--- src/rtl/spi_master_arbiter.sv ---
// spi_master_arbiter: round-robin arbiter between two requesters that runs
// complete 16-bit SPI frames (WR, EXT[2:0], 0, REG[2:0], DATA[7:0], MSB first)
// and returns read data or a completion to the winning requester.
//
// state | meaning
// IDLE  | waiting for a request; req_ready shows the arbitration winner
// SETUP | cs high, first bit on mosi, sck low for CLK_DIV cycles
// SHIFT | 16 bits, sck high then low for CLK_DIV cycles each
// HOLD  | sck low, cs still high for CLK_DIV cycles
// DONE  | one-cycle rsp_valid pulse to the owner, RR pointer update
// GAP   | cs-low turnaround for CLK_DIV cycles before the next accept
module spi_master_arbiter #(
    parameter int unsigned CLK_DIV = 2
) (
    input  logic        sclk,
    input  logic        rst,
    input  logic [1:0]  req_valid,
    output logic [1:0]  req_ready,
    input  logic [1:0]  req_wr,
    input  logic [5:0]  req_ext_addr,
    input  logic [5:0]  req_reg_addr,
    input  logic [15:0] req_wdata,
    output logic [1:0]  rsp_valid,
    output logic [7:0]  rsp_rdata,
    output logic        rsp_err,
    output logic        spi_sck,
    output logic        spi_cs,
    output logic [2:0]  spi_addr,
    output logic        spi_mosi,
    input  logic        spi_miso,
    input  logic        spi_miso_oe
);

    localparam logic [7:0] DIV_M1 = 8'(CLK_DIV - 1);

    typedef enum logic [2:0] {IDLE, SETUP, SHIFT, HOLD, DONE, GAP} state_t;

    state_t      state_q, state_d;
    logic [7:0]  cnt_q, cnt_d;
    logic [3:0]  bit_q, bit_d;
    logic        hi_q, hi_d;
    logic [15:0] frame_q, frame_d;
    logic        wr_q, wr_d;
    logic [2:0]  ext_q, ext_d;
    logic        owner_q, owner_d;
    logic        last_q, last_d;
    logic [7:0]  rx_q, rx_d;
    logic        err_q, err_d;
    logic [1:0]  rsp_valid_q, rsp_valid_d;
    logic [7:0]  rsp_rdata_q, rsp_rdata_d;
    logic        rsp_err_q, rsp_err_d;
    logic        sck_q, sck_d;
    logic        cs_q, cs_d;
    logic [2:0]  addr_q, addr_d;
    logic        mosi_q, mosi_d;

    logic        gnt;
    logic        accept;
    logic        wr_sel;
    logic [2:0]  ext_sel;
    logic [2:0]  reg_sel;
    logic [7:0]  wdata_sel;

    // Round-robin winner: with both valid, the requester not granted last wins.
    always_comb begin
        gnt = 1'b0;
        if (req_valid == 2'b11) begin
            gnt = ~last_q;
        end else if (req_valid[1]) begin
            gnt = 1'b1;
        end
    end

    assign accept    = (state_q == IDLE) && (req_valid != 2'b00) && !rst;
    assign req_ready = accept ? (gnt ? 2'b10 : 2'b01) : 2'b00;

    assign wr_sel    = gnt ? req_wr[1]          : req_wr[0];
    assign ext_sel   = gnt ? req_ext_addr[5:3]  : req_ext_addr[2:0];
    assign reg_sel   = gnt ? req_reg_addr[5:3]  : req_reg_addr[2:0];
    assign wdata_sel = gnt ? req_wdata[15:8]    : req_wdata[7:0];

    // Next-state, frame shifting, miso capture and registered-output values.
    always_comb begin
        state_d     = state_q;
        cnt_d       = cnt_q;
        bit_d       = bit_q;
        hi_d        = hi_q;
        frame_d     = frame_q;
        wr_d        = wr_q;
        ext_d       = ext_q;
        owner_d     = owner_q;
        last_d      = last_q;
        rx_d        = rx_q;
        err_d       = err_q;
        rsp_valid_d = 2'b00;
        rsp_rdata_d = rsp_rdata_q;
        rsp_err_d   = rsp_err_q;

        case (state_q)
            IDLE: begin
                if (accept) begin
                    state_d = SETUP;
                    cnt_d   = DIV_M1;
                    owner_d = gnt;
                    wr_d    = wr_sel;
                    ext_d   = ext_sel;
                    frame_d = {wr_sel, ext_sel, 1'b0, reg_sel, wr_sel ? wdata_sel : 8'h00};
                    rx_d    = 8'h00;
                    err_d   = 1'b0;
                end
            end
            SETUP: begin
                if (cnt_q != 8'd0) begin
                    cnt_d = cnt_q - 8'd1;
                end else begin
                    state_d = SHIFT;
                    cnt_d   = DIV_M1;
                    hi_d    = 1'b1;
                    bit_d   = 4'd15;
                end
            end
            SHIFT: begin
                if (cnt_q != 8'd0) begin
                    cnt_d = cnt_q - 8'd1;
                end else begin
                    cnt_d = DIV_M1;
                    if (hi_q) begin
                        // sck falling edge: present the next bit on mosi
                        hi_d = 1'b0;
                        if (bit_q != 4'd0) begin
                            frame_d = {frame_q[14:0], 1'b0};
                        end
                    end else if (bit_q == 4'd0) begin
                        state_d = HOLD;
                    end else begin
                        // sck rising edge: bits 7..0 of a read carry slave data
                        hi_d  = 1'b1;
                        bit_d = bit_q - 4'd1;
                        if (!wr_q && (bit_q <= 4'd8)) begin
                            rx_d  = {rx_q[6:0], spi_miso & spi_miso_oe};
                            err_d = err_q | ~spi_miso_oe;
                        end
                    end
                end
            end
            HOLD: begin
                if (cnt_q != 8'd0) begin
                    cnt_d = cnt_q - 8'd1;
                end else begin
                    state_d     = DONE;
                    rsp_valid_d = owner_q ? 2'b10 : 2'b01;
                    rsp_rdata_d = wr_q ? 8'h00 : rx_q;
                    rsp_err_d   = !wr_q && err_q;
                    last_d      = owner_q;
                end
            end
            DONE: begin
                state_d = GAP;
                cnt_d   = DIV_M1;
            end
            GAP: begin
                if (cnt_q != 8'd0) begin
                    cnt_d = cnt_q - 8'd1;
                end else begin
                    state_d = IDLE;
                end
            end
            default: begin
                state_d = IDLE;
            end
        endcase

        sck_d  = (state_d == SHIFT) && hi_d;
        cs_d   = (state_d == SETUP) || (state_d == SHIFT) || (state_d == HOLD);
        addr_d = cs_d ? ext_d : 3'd0;
        mosi_d = cs_d ? frame_d[15] : 1'b0;
    end

    // State and output registers; reset aborts any frame in flight.
    always_ff @(posedge sclk) begin
        if (rst) begin
            state_q     <= IDLE;
            cnt_q       <= 8'd0;
            bit_q       <= 4'd0;
            hi_q        <= 1'b0;
            frame_q     <= 16'h0000;
            wr_q        <= 1'b0;
            ext_q       <= 3'd0;
            owner_q     <= 1'b0;
            last_q      <= 1'b1;
            rx_q        <= 8'h00;
            err_q       <= 1'b0;
            rsp_valid_q <= 2'b00;
            rsp_rdata_q <= 8'h00;
            rsp_err_q   <= 1'b0;
            sck_q       <= 1'b0;
            cs_q        <= 1'b0;
            addr_q      <= 3'd0;
            mosi_q      <= 1'b0;
        end else begin
            state_q     <= state_d;
            cnt_q       <= cnt_d;
            bit_q       <= bit_d;
            hi_q        <= hi_d;
            frame_q     <= frame_d;
            wr_q        <= wr_d;
            ext_q       <= ext_d;
            owner_q     <= owner_d;
            last_q      <= last_d;
            rx_q        <= rx_d;
            err_q       <= err_d;
            rsp_valid_q <= rsp_valid_d;
            rsp_rdata_q <= rsp_rdata_d;
            rsp_err_q   <= rsp_err_d;
            sck_q       <= sck_d;
            cs_q        <= cs_d;
            addr_q      <= addr_d;
            mosi_q      <= mosi_d;
        end
    end

    assign rsp_valid = rsp_valid_q;
    assign rsp_rdata = rsp_rdata_q;
    assign rsp_err   = rsp_err_q;
    assign spi_sck   = sck_q;
    assign spi_cs    = cs_q;
    assign spi_addr  = addr_q;
    assign spi_mosi  = mosi_q;

endmodule

--- config.mk ---
export PLATFORM = sky130hd
export DESIGN_NAME = spi_master_arbiter
export DESIGN_NICKNAME = d
export VERILOG_FILES = /design/src/rtl/spi_master_arbiter.sv
export SDC_FILE = /design/constraint.sdc
export NUM_CORES = 1
export LEC_CHECK = 0
export BUFFER_PORTS_ARGS = -buffer_cell sky130_fd_sc_hd__buf_2
export CAP_MARGIN = 15
export CORE_MARGIN = 5
export CORE_UTILIZATION = 60
export DETAILED_ROUTE_END_ITERATION = 10
export PLACE_DENSITY = 0.84
export SETUP_SLACK_MARGIN = 0.4
export SLEW_MARGIN = 5
export SYNTH_ARGS = -nofsm -noshare
export SYNTH_HDL_FRONTEND = slang
export SYNTH_SLANG_ARGS = --single-unit
--- constraint.sdc ---
create_clock -name sclk -period 6.55 [get_ports sclk]
set_input_delay 0 -clock sclk [delete_from_list [all_inputs] [get_ports sclk]]
set_output_delay 0 -clock sclk [all_outputs]
set_load 0.05 [all_outputs]
==> results of run 1 <==
## worst register-to-register path: stages, from the launching register on
cell and delay (ps):
dfxtp_1 690, nor3b_2 1030, nand3_1 220, o32a_1 360, a221oi_1 250
## stage by stage
stage	hold WS [ps]	cell area, um^2
after floorplan	170.2	3237
after global placement	274.9	3478
after detailed placement	289.6	3488
after CTS	31.49	3724
after global routing	54.48	3724
final	42.55	3724
## placed cells by master (no fill, tap or decap), types with 4 or more instances in the layout
cell,count
inv_1,9
mux2i_1,15
clkbuf_8,12
nand3_1,36
nand3b_1,7
mux2_2,7
a21o_1,7
nor3_1,9
or4_1,4
nand2b_1,10
a22o_1,8
o2111ai_1,7
a21oi_1,15
a31oi_1,16
dfxtp_1,64
o221ai_1,7
nor2_1,19
a22oi_1,4
o21ai_0,4
buf_2,54
nand2_1,21
## path summary, 6_finish.rpt
path	end	slack, ps	cells after the start
setup / recovery	state_q[0]	3900	4
hold / removal	frame_q[2]	40	4
hold reg to reg	rsp_rdata[4]	480	1
setup reg to reg	state_q[0]	3900	4
## cell type report
type / instances / share of cell area, %
clock inverter: 3 / 1.075
clock buffer: 12 / 4.435
timing repair buffer: 58 / 8.333
inverter: 9 / 0.9073
multi-input combinational: 260 / 48.49
sequential: 64 / 34.41
tap: 70 / 2.352
## sequential cells by signal (all words and copies together) (netlist names), 3 cells and up
name,flops
bit_q,4
cnt_q,8
ext_q,3
frame_q,16
rsp_rdata,8
rx_q,8
spi_addr,3
state_q,3
## what timing repair did
item,CTS,global route
hold buffers,3,0
hold endpoints to repair,2,0
endpoints found under the setup margin,0,0
## power by group through the flow
stage / logic [uW] / clock network, uW / registers, uW
4_1_cts: 646 / 355 / 537
3_3_place_gp: 625 / 0 / 539
6_report: 655 / 350 / 538
2_1_floorplan: 535 / 0 / 540
3_5_place_dp: 640 / 0 / 545
5_1_grt: 717 / 371 / 551
## routing by layer
| metal | vias to the layer above | GRT usage (%) |
|---|---|---|
| met1 | 1416 | 31.24 |
| met4 | 0 | 7.749 |
| met5 | - | 0 |
| li1 | 1448 | - |
| met3 | 10 | 5.824 |
| met2 | 103 | 36.15 |
## logic make-up after synthesis
group           synth area share (%)
buf+inv                        4.638
simple gates                   24.16
fa+ha+maj                      1.160
compound gates                 22.58
xor+xnor                      0.8119
flops                          39.58
mux                            7.074
==> metrics.md, run 1 <==
| Metric | Value |
|---|---|
| Outcome | `finished clean` |
| Core ar. | `5172 um^2` |
| Wl on met1 | `3.613 mm` |
| Metal2 WL | `3.673 mm` |
| Ys flop type | `dfxtp_1` |
| Leakage | `0.001402 uW` |
| ANT cells | `0` |
| Synth-to-Final Area Change | `15.04%` |
| Seq pwr share | `34.9%` |
| Critical setup path kind | `flip-flop to flip-flop` |
| Routed wl met3 | `486 um` |
| Top routing layer in use | `met4` |
| Setup TNS | `0 ps` |
| CTS tree | `built` |
| Cell Area, Synth | `3237 um^2` |
| Layout net count | `441` |
| Synth Instances | `359` |
| Post-route DRC | `0` |
| Max_slew headroom | `21.50%` |
| Worst slew pin tran | `1172 ps` |
| RSZ-0062 raised after global routing | `no` |
| IO Pins | `55` |
| Root Buffer | `clkbuf_8` |
| Vias/cell | `6.254` |
| Clk_skew | `7.287 ps` |
| Critical Path End Type | `flip-flop` |
| Largest net degree at the start of global routing | `48` |
| Cell family with most CP delay | `simple AND/OR/NAND/NOR gates` |
| Die Width | `83.45 um` |
| Internal Power | `895.1 uW` |
| Detail Route Antenna Nets | `0` |
| Maximum clock path buffer count | `2` |
| Final setup fails | `0` |
| Crit-path max FO | `19` |
| I/O Buffers | `54` |
| Post-layout util | `71.99%` |
| EDFF count, synth | `0` |
| Share of the synthesized area in the top cell type | `39.58%` |
| GR Util All Layers | `23.15%` |
| Sequential cell area fraction in the yosys report | `39.58%` |
| # H-tree levels | `3` |
| CTS buffer count | `9` |
| First-pass GRT wire length | `13.40 mm` |
| Initial antenna violation count | `0` |
| Average size of a mapped cell | `9.016 um^2` |
| CTS Sinks | `64` |
| Clock slew at reported path FFs | `60 ps` |
| Sw Pwr | `648.4 uW` |
| Final WL | `7.869 mm` |
| Hold Crit Start | `req_wdata[10]` |
| Slowest stage cell, crit path | `nor3b_2` |
| Crit path time final | `2650 ps` |
| Async SR Flop Fraction | `0%` |
| Logic pwr share | `42.4%` |
| Min-delay worst type | `primary input to flip-flop` |
| Final Hold Vio Count | `0` |
| Startpoint Class | `flip-flop` |
| Pwr Density | `414.5 nW/um^2` |
| CP peak stage delay | `1030 ps` |
| Resize count post-CTS | `0` |
| Sw frac | `42.01%` |
| Arrival time at the worst endpoint | `2880 ps` |
| DR pass1 iterations | `5` |
| Layout cells sized above 1 | `22.91%` |
| HPWL after detailed placement | `5.476 mm` |
| Placed insts | `458` |
| F_max | `377.4 MHz` |
| Die area | `6964 um^2` |
| Clock power share | `22.7%` |
| Post-synth top area cell | `dfxtp_1` |
| Pins Over Slew Limit | `0` |
| GRT overflow | `0` |
| Syn Nets | `398` |
| Die Y | `83.45 um` |
| Most common cell in the synthesized netlist | `dfxtp_1` |
| Total number of vias | `2977` |
| Register area | `1281 um^2` |
| CP required | `6780 ps` |
| Initial core utilization | `62.58%` |
| Footprint of the multi-input gates | `1805 um^2` |
| Synth unique cells | `61` |
| Worst VDD drop | `0.0002892 V` |
| Number of global-route vias before repair | `2818` |
| Fin cells | `476` |
| Critical-path cell list | `nor3b_2, nand3_1, o32a_1, a221oi_1` |
| Post-synth top cells | `64 x dfxtp_1, 36 x nand3_1, 21 x nand2_1` |
| Placement Setup Slack | `4048 ps` |
| RR Startpoint | `state_q[1]` |
| Post-synthesis register bit count | `64` |
| Rows | `26` |
| Initial drt markers | `217` |
| Synth area leaders | `dfxtp_1 40%, nand3_1 5.6%, mux2i_1 4.6%, a31oi_1 3.1%, mux2_2 2.4%` |
| Critical path startpoint | `state_q[1]` |
| Number of max-cap violations | `0` |
| Drt wl/cell | `16.53 um` |
| Setup ws final | `3900 ps` |
| Synth Warn # | `0` |
| Final period utilization | `40.46%` |
| Clock Latency Late Sink | `340 ps` |
| Power Total | `1544 uW` |
| Filler Cells Inserted | `391` |
| GPL Wtd Cong | `0.8647` |
| Worst Path Buf+Inv | `0` |
| Post-CTS Setup Repair Bufs | `0` |
No activity file was read; power rests on OpenSTA's default activity.
==> run 2: changes to the inputs <==
Settings changed: ABC_AREA from default to 1, CORE_UTILIZATION 60 to 56, PLACE_DENSITY 0.84 to 0.79.
Clock period 6.55 ns to 2.65 ns, I/O delays scaled along.
==> run 2 against run 1 <==
  * Cell area is 1.4% higher
  * Area after synthesis increased by 1.3%
  * Count of clock-buffer cells in the layout fell by 1
  * Clock skew decreased by 1.8 ps
  * Global-route usage decreased by 2.9 points
  * Via count is 0.44% higher
  * Largest cell class unchanged
==> metrics.md, run 2 <==
| Metric | Value |
|---|---|
| Initial antenna violation count | `0 (unchanged)` |
| GRT overflow | `0 (unchanged)` |
| Clock slew at reported path FFs | `70 ps (about the same)` |
| Final Hold Vio Count | `0 (unchanged)` |
| Setup ws final | `770.9 ps (-3129 ps)` |
| Min-delay worst type | `primary input to flip-flop` |
| Drt wl/cell | `11.73 um (-29%)` |
| Final WL | `7.132 mm (-9.4%)` |
| Syn Nets | `518 (+30%)` |
| Worst VDD drop | `0.0006339 V (+120%)` |
| Logic pwr share | `45.6% (+3.2 points)` |
| Die area | `7484 um^2 (+7.5%)` |
| Die Y | `86.51 um (+3.7%)` |
| Initial drt markers | `149 (-31%)` |
| Critical setup path kind | `flip-flop to flip-flop` |
| Post-synth top area cell | `dfxtp_1` |
| IO Pins | `55 (unchanged)` |
| I/O Buffers | `54 (unchanged)` |
| Critical path startpoint | `cnt_q[0]` |
| GR Util All Layers | `20.29% (-2.9 points)` |
| Setup TNS | `0 ps (unchanged)` |
| Vias/cell | `4.918 (-21%)` |
| Post-layout util | `67.34% (-4.7 points)` |
| Crit-path max FO | `15 (-4)` |
| Most common cell in the synthesized netlist | `nand2_1` |
| Synth Instances | `479 (+33%)` |
| Maximum clock path buffer count | `2 (unchanged)` |
| Sequential cell area fraction in the yosys report | `39.08% (-0.50 points)` |
| Synth-to-Final Area Change | `15.19%` |
| Die Width | `86.51 um (+3.7%)` |
| Internal Power | `2173 uW (+140%)` |
| Synth unique cells | `37 (-39%)` |
| Number of global-route vias before repair | `2813 (-0.18%)` |
| DR pass1 iterations | `4 (-1)` |
| HPWL after detailed placement | `5.177 mm (-5.5%)` |
| Largest net degree at the start of global routing | `21 (-56%)` |
| Pins Over Slew Limit | `0 (unchanged)` |
| First-pass GRT wire length | `12.36 mm (-7.8%)` |
| Footprint of the multi-input gates | `1694 um^2 (-6.2%)` |
| Ys flop type | `dfxtp_1` |
| Sw frac | `44.20% (+2.2 points)` |
| F_max | `532.2 MHz (+41%)` |
| Hold WS | `35.06 ps (-7.490 ps)` |
| CP required | `2860 ps (-3920 ps)` |
| Sw Pwr | `1721 uW (+170%)` |
| Layout cells sized above 1 | `21.64% (-1.3 points)` |
| Final period utilization | `70.91% (+30 points)` |
| Post-route DRC | `0 (unchanged)` |
| Core ar. | `5608 um^2 (+8.4%)` |
| RR Startpoint | `cnt_q[0]` |
| Largest Register | `frame_q` |
| Post-synth top cells | `147 x nand2_1, 64 x dfxtp_1, 63 x nor2_1` |
| Power Total | `3893 uW (+150%)` |
| Detail Route Antenna Nets | `0 (unchanged)` |
| Initial core utilization | `58.46% (-4.1 points)` |
| Final setup fails | `0 (unchanged)` |
| ANT cells | `0 (unchanged)` |
| Clock power share | `21.2% (-1.5 points)` |
| Synth Warn # | `0 (unchanged)` |
| Async SR Flop Fraction | `0% (unchanged)` |
| Outcome | `finished clean` |
| # H-tree levels | `3 (unchanged)` |
| Arrival time at the worst endpoint | `2090 ps (-790 ps)` |
| RSZ-0062 raised after global routing | `no` |
| Synth area leaders | `dfxtp_1 39%, nand2_1 17%, nor2_1 7.2%, nand3_1 6.0%, inv_1 5.2%` |
| Pwr Density | `1031 nW/um^2 (+150%)` |
| Total number of vias | `2990 (+0.44%)` |
| R2R Setup Slk | `770 ps (-3130 ps)` |
| Reg2reg end | `frame_q[8]` |
| Register area | `1281 um^2 (unchanged)` |
| Leakage | `0.001858 uW (+32%)` |
| Worst slew pin tran | `554.4 ps (-617.9 ps)` |
| CTS Sinks | `64 (unchanged)` |
| Startpoint Class | `flip-flop` |
| GPL Wtd Cong | `0.8836 (+2.2%)` |
| Most frequent cells in the layout | `147 x nand2_1, 64 x dfxtp_1, 63 x nor2_1` |
| CTS buffer count | `9 (unchanged)` |
| Crit path time final | `1879 ps (-770.8 ps)` |
| EDFF count, synth | `0 (unchanged)` |
| Seq pwr share | `33.2% (-1.7 points)` |
| Clk_skew | `5.472 ps (-1.816 ps)` |
| Most common cell after layout, fill and taps aside | `nand2_1` |
| Cell Area, Synth | `3278 um^2 (+1.3%)` |
| CTS tree | `built` |
| Filler Cells Inserted | `518 (+32%)` |
| Critical Path End Type | `flip-flop` |
| Placement Setup Slack | `612.6 ps (-3436 ps)` |
| Clock Latency Late Sink | `330 ps (about the same)` |
| Crit path to | `frame_q[8]` |
| Rows | `27 (+3.8%)` |
| Post-synthesis register bit count | `64 (unchanged)` |
| Layout net count | `572 (+30%)` |
| Number of max-cap violations | `0 (unchanged)` |
| Max FFs per register | `16 (unchanged)` |
| R2R depth | `9 (+5)` |
| Max_slew headroom | `62.90% (+41 points)` |
| Average size of a mapped cell | `6.844 um^2 (-24%)` |
| Share of the synthesized area in the top cell type | `39.08% (-0.50 points)` |
| Root Buffer | `clkbuf_8` |
==> run 2: changes by cell type after synthesis, sizes merged, moves of 8 or more <==
| cell | previous run | this run |
|---|---|---|
| a22o | 8 | 0 |
| nor2 | 19 | 76 |
| inv | 9 | 54 |
| a21oi | 15 | 31 |
| clkbuf | 15 | 7 |
| a31oi | 16 | 0 |
| mux2i | 15 | 0 |
| o21ai | 5 | 15 |
| nand2b | 10 | 0 |
| nand2 | 21 | 159 |
==> run 2: cell type report <==
cell class	instances	area share (%)
inverter	55	5.600
timing repair buffer	58	8.085
clock buffer	11	4.009
sequential	64	33.93
clock inverter	3	1.127
multi-input combinational	345	44.86
tap	72	2.386
==> run 2: power by group through the flow <==
stage / registers (uW) / logic (uW) / clock network [uW]
4_1_cts: 1290 / 1750 / 840
6_report: 1290 / 1780 / 825
2_1_floorplan: 1350 / 1410 / 0
5_1_grt: 1320 / 2010 / 888
3_5_place_dp: 1310 / 1740 / 0
3_3_place_gp: 1310 / 1700 / 0
==> run 2: worst min-delay path by stage <==
| stage | endpoint | startpoint | depth (start not counted) | slack [ps] |
|---|---|---|---|---|
| CTS | frame_q[0] | req_wdata[0] | 5 | 30 |
| global placement | rx_q[0] | spi_miso | 3 | 240 |
| finish | frame_q[0] | req_wdata[0] | 5 | 40 |
| floorplan | rx_q[0] | spi_miso | 2 | 140 |
| global route | frame_q[0] | req_wdata[0] | 5 | 40 |
| detailed placement | rx_q[0] | spi_miso | 3 | 240 |
==> run 2: per-stage QoR <==
step | instances | cell area (um^2)
4_1_cts | 608 | 3771
6_report | 608 | 3776
5_1_grt | 608 | 3776
3_5_place_dp | 592 | 3557
3_3_place_gp | 592 | 3557
2_1_floorplan | 479 | 3278
==> run 2: cell families (layout without fill, tap and decap cells) <==
group	count (synthesis)	after routing	synth area share [%]
adder cells (fa/ha/maj)	3	3	1.145
flip-flops	64	64	39.08
XOR/XNOR	2	2	0.5344
buffers and inverters	70	127	9.389
AND/OR/NAND/NOR	284	284	39.27
AO/OA/AOI/OAI	56	56	10.57
==> run 2: timing repair <==
| item | in CTS | in global routing |
|---|---|---|
| endpoints found under the setup margin | 0 | 2 |
| resized for setup | 0 | 1 |
| hold endpoints to repair | 2 | 0 |
| hold buffers | 2 | 0 |
| setup buffers | 0 | 0 |
==> run 2: worst max-delay path: stages, from the launching register on <==
cell     delay (ps)
dfxtp_1         320
inv_1           100
ha_1            150
nand2_1          90
nor2_4          350
nand2_1         120
nand2_2         160
o21ai_4         190
a21oi_1         200
nor2_1           60
==> run 2: routing by layer <==
layer / routed length, um / vias to the layer above / share of wire [%] / GRT usage (%)
met4: 46 / 0 / 0.64 / 5.382
met3: 375 / 4 / 5.3 / 5.608
met5: 0 / - / 0 / 0
met2: 3341 / 60 / 47 / 32.75
li1: - / 1608 / - / -
met1: 3369 / 1318 / 47 / 26.75
==> run 3: changes to the inputs <==
Settings changed: CORE_UTILIZATION 56 to 51, PLACE_DENSITY 0.79 to 0.76.
Clock period 2.65 ns to 1.69 ns, I/O delays scaled along.
==> run 3 against run 2 <==
  * Sequential share of layout area is 6.4 points lower
  * First-iteration DRC count is 59% higher
  * Sequential cell count stayed put
  * Count of clock-buffer cells in the layout is 1 lower
  * Final cell count is 9.5% higher
  * Maximum frequency is 16% higher
  * Critical path depth is 1 higher
  * Non-clock buffer count is 47 higher
  * Worst hold slack worse by 6.3 ps
  * Critical path type unchanged
  * Critical endpoint is now rx_q[1]
  * Largest power group unchanged
  * Highest routed layer unchanged
==> metrics.md, run 3 (synthesized netlist as in run 2, its figures left out) <==
| Metric | Value |
|---|---|
| Leakage | `0.002227 uW (+20%)` |
| Clock Latency Late Sink | `370 ps (+40 ps)` |
| Layout net count | `623 (+8.9%)` |
| Core ar. | `6314 um^2 (+13%)` |
| GR Util All Layers | `22.43% (+2.1 points)` |
| Initial core utilization | `51.92% (-6.5 points)` |
| Most frequent cells in the layout | `119 x nand2_1, 58 x dfxtp_1, 52 x buf_2` |
| Arrival time at the worst endpoint | `1910 ps (-180 ps)` |
| Post-layout util | `74.55% (+7.2 points)` |
| Final period utilization | `96.14% (+25 points)` |
| Drt wl/cell | `15.03 um (+28%)` |
| Startpoint Class | `flip-flop` |
| Vias/cell | `5.314 (+8.1%)` |
| GPL Wtd Cong | `0.8387 (-5.1%)` |
| HPWL after detailed placement | `5.788 mm (+12%)` |
| Die area | `8132 um^2 (+8.7%)` |
| Most common cell after layout, fill and taps aside | `nand2_1` |
| Synth-to-Final Area Change | `43.59%` |
| Final Hold Vio Count | `0 (unchanged)` |
| Seq pwr share | `25.0% (-8.2 points)` |
| First-pass GRT wire length | `15.12 mm (+22%)` |
| Slowest stage cell, crit path | `dfxtp_2` |
| Die Y | `90.18 um (+4.2%)` |
| Final WL | `10.01 mm (+40%)` |
| Setup TNS | `0 ps (unchanged)` |
| CTS buffer count | `9 (unchanged)` |
| Max_slew headroom | `72.49% (+9.6 points)` |
| CP peak stage delay | `360 ps (about the same)` |
| Number of max-cap violations | `0 (unchanged)` |
| Largest net degree at the start of global routing | `26 (+24%)` |
| Sw frac | `46.95% (+2.8 points)` |
| Critical-path cell list | `nor2_2, nand2_2, nor2_4, buf_6, nand2_4, nand2_8, nand3_4, nand2_1, o21ai_1, nor2_1` |
| Detail Route Antenna Nets | `0 (unchanged)` |
| DR pass1 iterations | `5 (+1)` |
| Pwr Density | `1776 nW/um^2 (+72%)` |
| Sw Pwr | `3924 uW (+130%)` |
| Cell family with most CP delay | `simple AND/OR/NAND/NOR gates` |
| Largest Register | `frame_q` |
| Logic pwr share | `60.2% (+15 points)` |
| Post-route DRC | `0 (unchanged)` |
| Crit-path max FO | `7 (-8)` |
| Die Width | `90.18 um (+4.2%)` |
| Outcome | `finished clean` |
| Pins Over Slew Limit | `0 (unchanged)` |
| Maximum clock path buffer count | `2 (unchanged)` |
| Root Buffer | `clkbuf_8` |
| Crit path time final | `1625 ps (-254.2 ps)` |
| Clk_skew | `23.23 ps (+17.76 ps)` |
| Rows | `29 (+7.4%)` |
| Critical setup path kind | `flip-flop to flip-flop` |
| Clock power share | `14.8% (-6.4 points)` |
| F_max | `615.4 MHz (+16%)` |
| Internal Power | `4433 uW (+100%)` |
| IO Pins | `55 (unchanged)` |
| Max FFs per register | `16 (unchanged)` |
| CTS tree | `built` |
| Layout cells sized above 1 | `43.80% (+22 points)` |
| Total number of vias | `3539 (+18%)` |
| ANT cells | `0 (unchanged)` |
| RSZ-0062 raised after global routing | `yes` |
| Critical Path End Type | `flip-flop` |
| I/O Buffers | `54 (unchanged)` |
| Final setup fails | `0 (unchanged)` |
| Worst slew pin tran | `410.1 ps (-144.3 ps)` |
| Min-delay worst type | `primary input to flip-flop` |
| Number of global-route vias before repair | `3352 (+19%)` |
| Clock slew at reported path FFs | `90 ps (+20 ps)` |
| # H-tree levels | `3 (unchanged)` |
| GRT overflow | `0 (unchanged)` |
| Setup ws final | `65.16 ps (-705.8 ps)` |
| CTS Sinks | `64 (unchanged)` |
| Worst VDD drop | `0.001586 V (+150%)` |
| Initial drt markers | `237 (+59%)` |
| Initial antenna violation count | `0 (unchanged)` |
| Placement Setup Slack | `-10.58 ps (-623.2 ps)` |
| CP required | `1980 ps (-880 ps)` |
| Worst Path Buf+Inv | `1 (unchanged)` |
==> run 3: metal layers <==
metal  GRT usage [%]  wire [um]
met5               0          0
met4           9.181        259
met3           5.927        754
met2           36.71       4930
met1           27.86       4064
==> run 3: cell type report <==
type | instances | area, um^2
clock buffer | 10 | 137.6
inverter | 55 | 231.5
tap | 77 | 96.34
fill | 442 | 1607
timing repair buffer | 105 | 740.7
clock inverter | 6 | 45.04
timing repair inverter | 1 | 7.507
multi-input combinational | 348 | 2152
sequential | 64 | 1296
==> run 3: path summary, 6_finish.rpt <==
kind,from,end,slack [ps],cells past startpoint
min,req_wdata[0],frame_q[0],30,5
max reg2reg,cnt_q[4],rx_q[1],70,10
max,cnt_q[4],rx_q[1],70,10
min reg2reg,owner_q,rsp_valid[0],460,1
==> run 3: power groups by stage <==
stage          registers, uW  logic (uW)  clock network [uW]
5_1_grt                 2120        5380                1320
3_3_place_gp            2060        2900                   0
3_5_place_dp            2080        2990                   0
6_report                2090        5030                1240
2_1_floorplan           2140        2400                   0
4_1_cts                 2050        4250                1230
==> run 3: what timing repair did <==
item | in CTS | in global routing
hold endpoints to repair | 2 | 0
gates cloned | 4 | 0
hold buffers | 2 | 0
setup buffers | 26 | 15
pin swaps | 20 | 28
gates resized for setup | 56 | 71
endpoints found under the setup margin | 62 | 65
==> run 3: worst register-to-register path: stages (launching register included) <==
cell and delay, ps:
dfxtp_2 360, nor2_2 130, nand2_2 80, nor2_4 160, buf_6 130, nand2_4 60
nand2_8 110, nand3_4 140, nand2_1 120, o21ai_1 70, nor2_1 180
==> run 3: stage by stage <==
stage / cell area, um^2 / power (uW) / cells / hold slack (ps)
3_3_place_gp: 3694 / 4966 / 603 / 233.0
6_report: 4707 / 8358 / 666 / 28.78
5_1_grt: 4707 / 8822 / 666 / 71.18
2_1_floorplan: 3363 / 4538 / 479 / 137.6
4_1_cts: 4365 / 7535 / 651 / 32.10
3_5_place_dp: 3694 / 5070 / 603 / 239.2
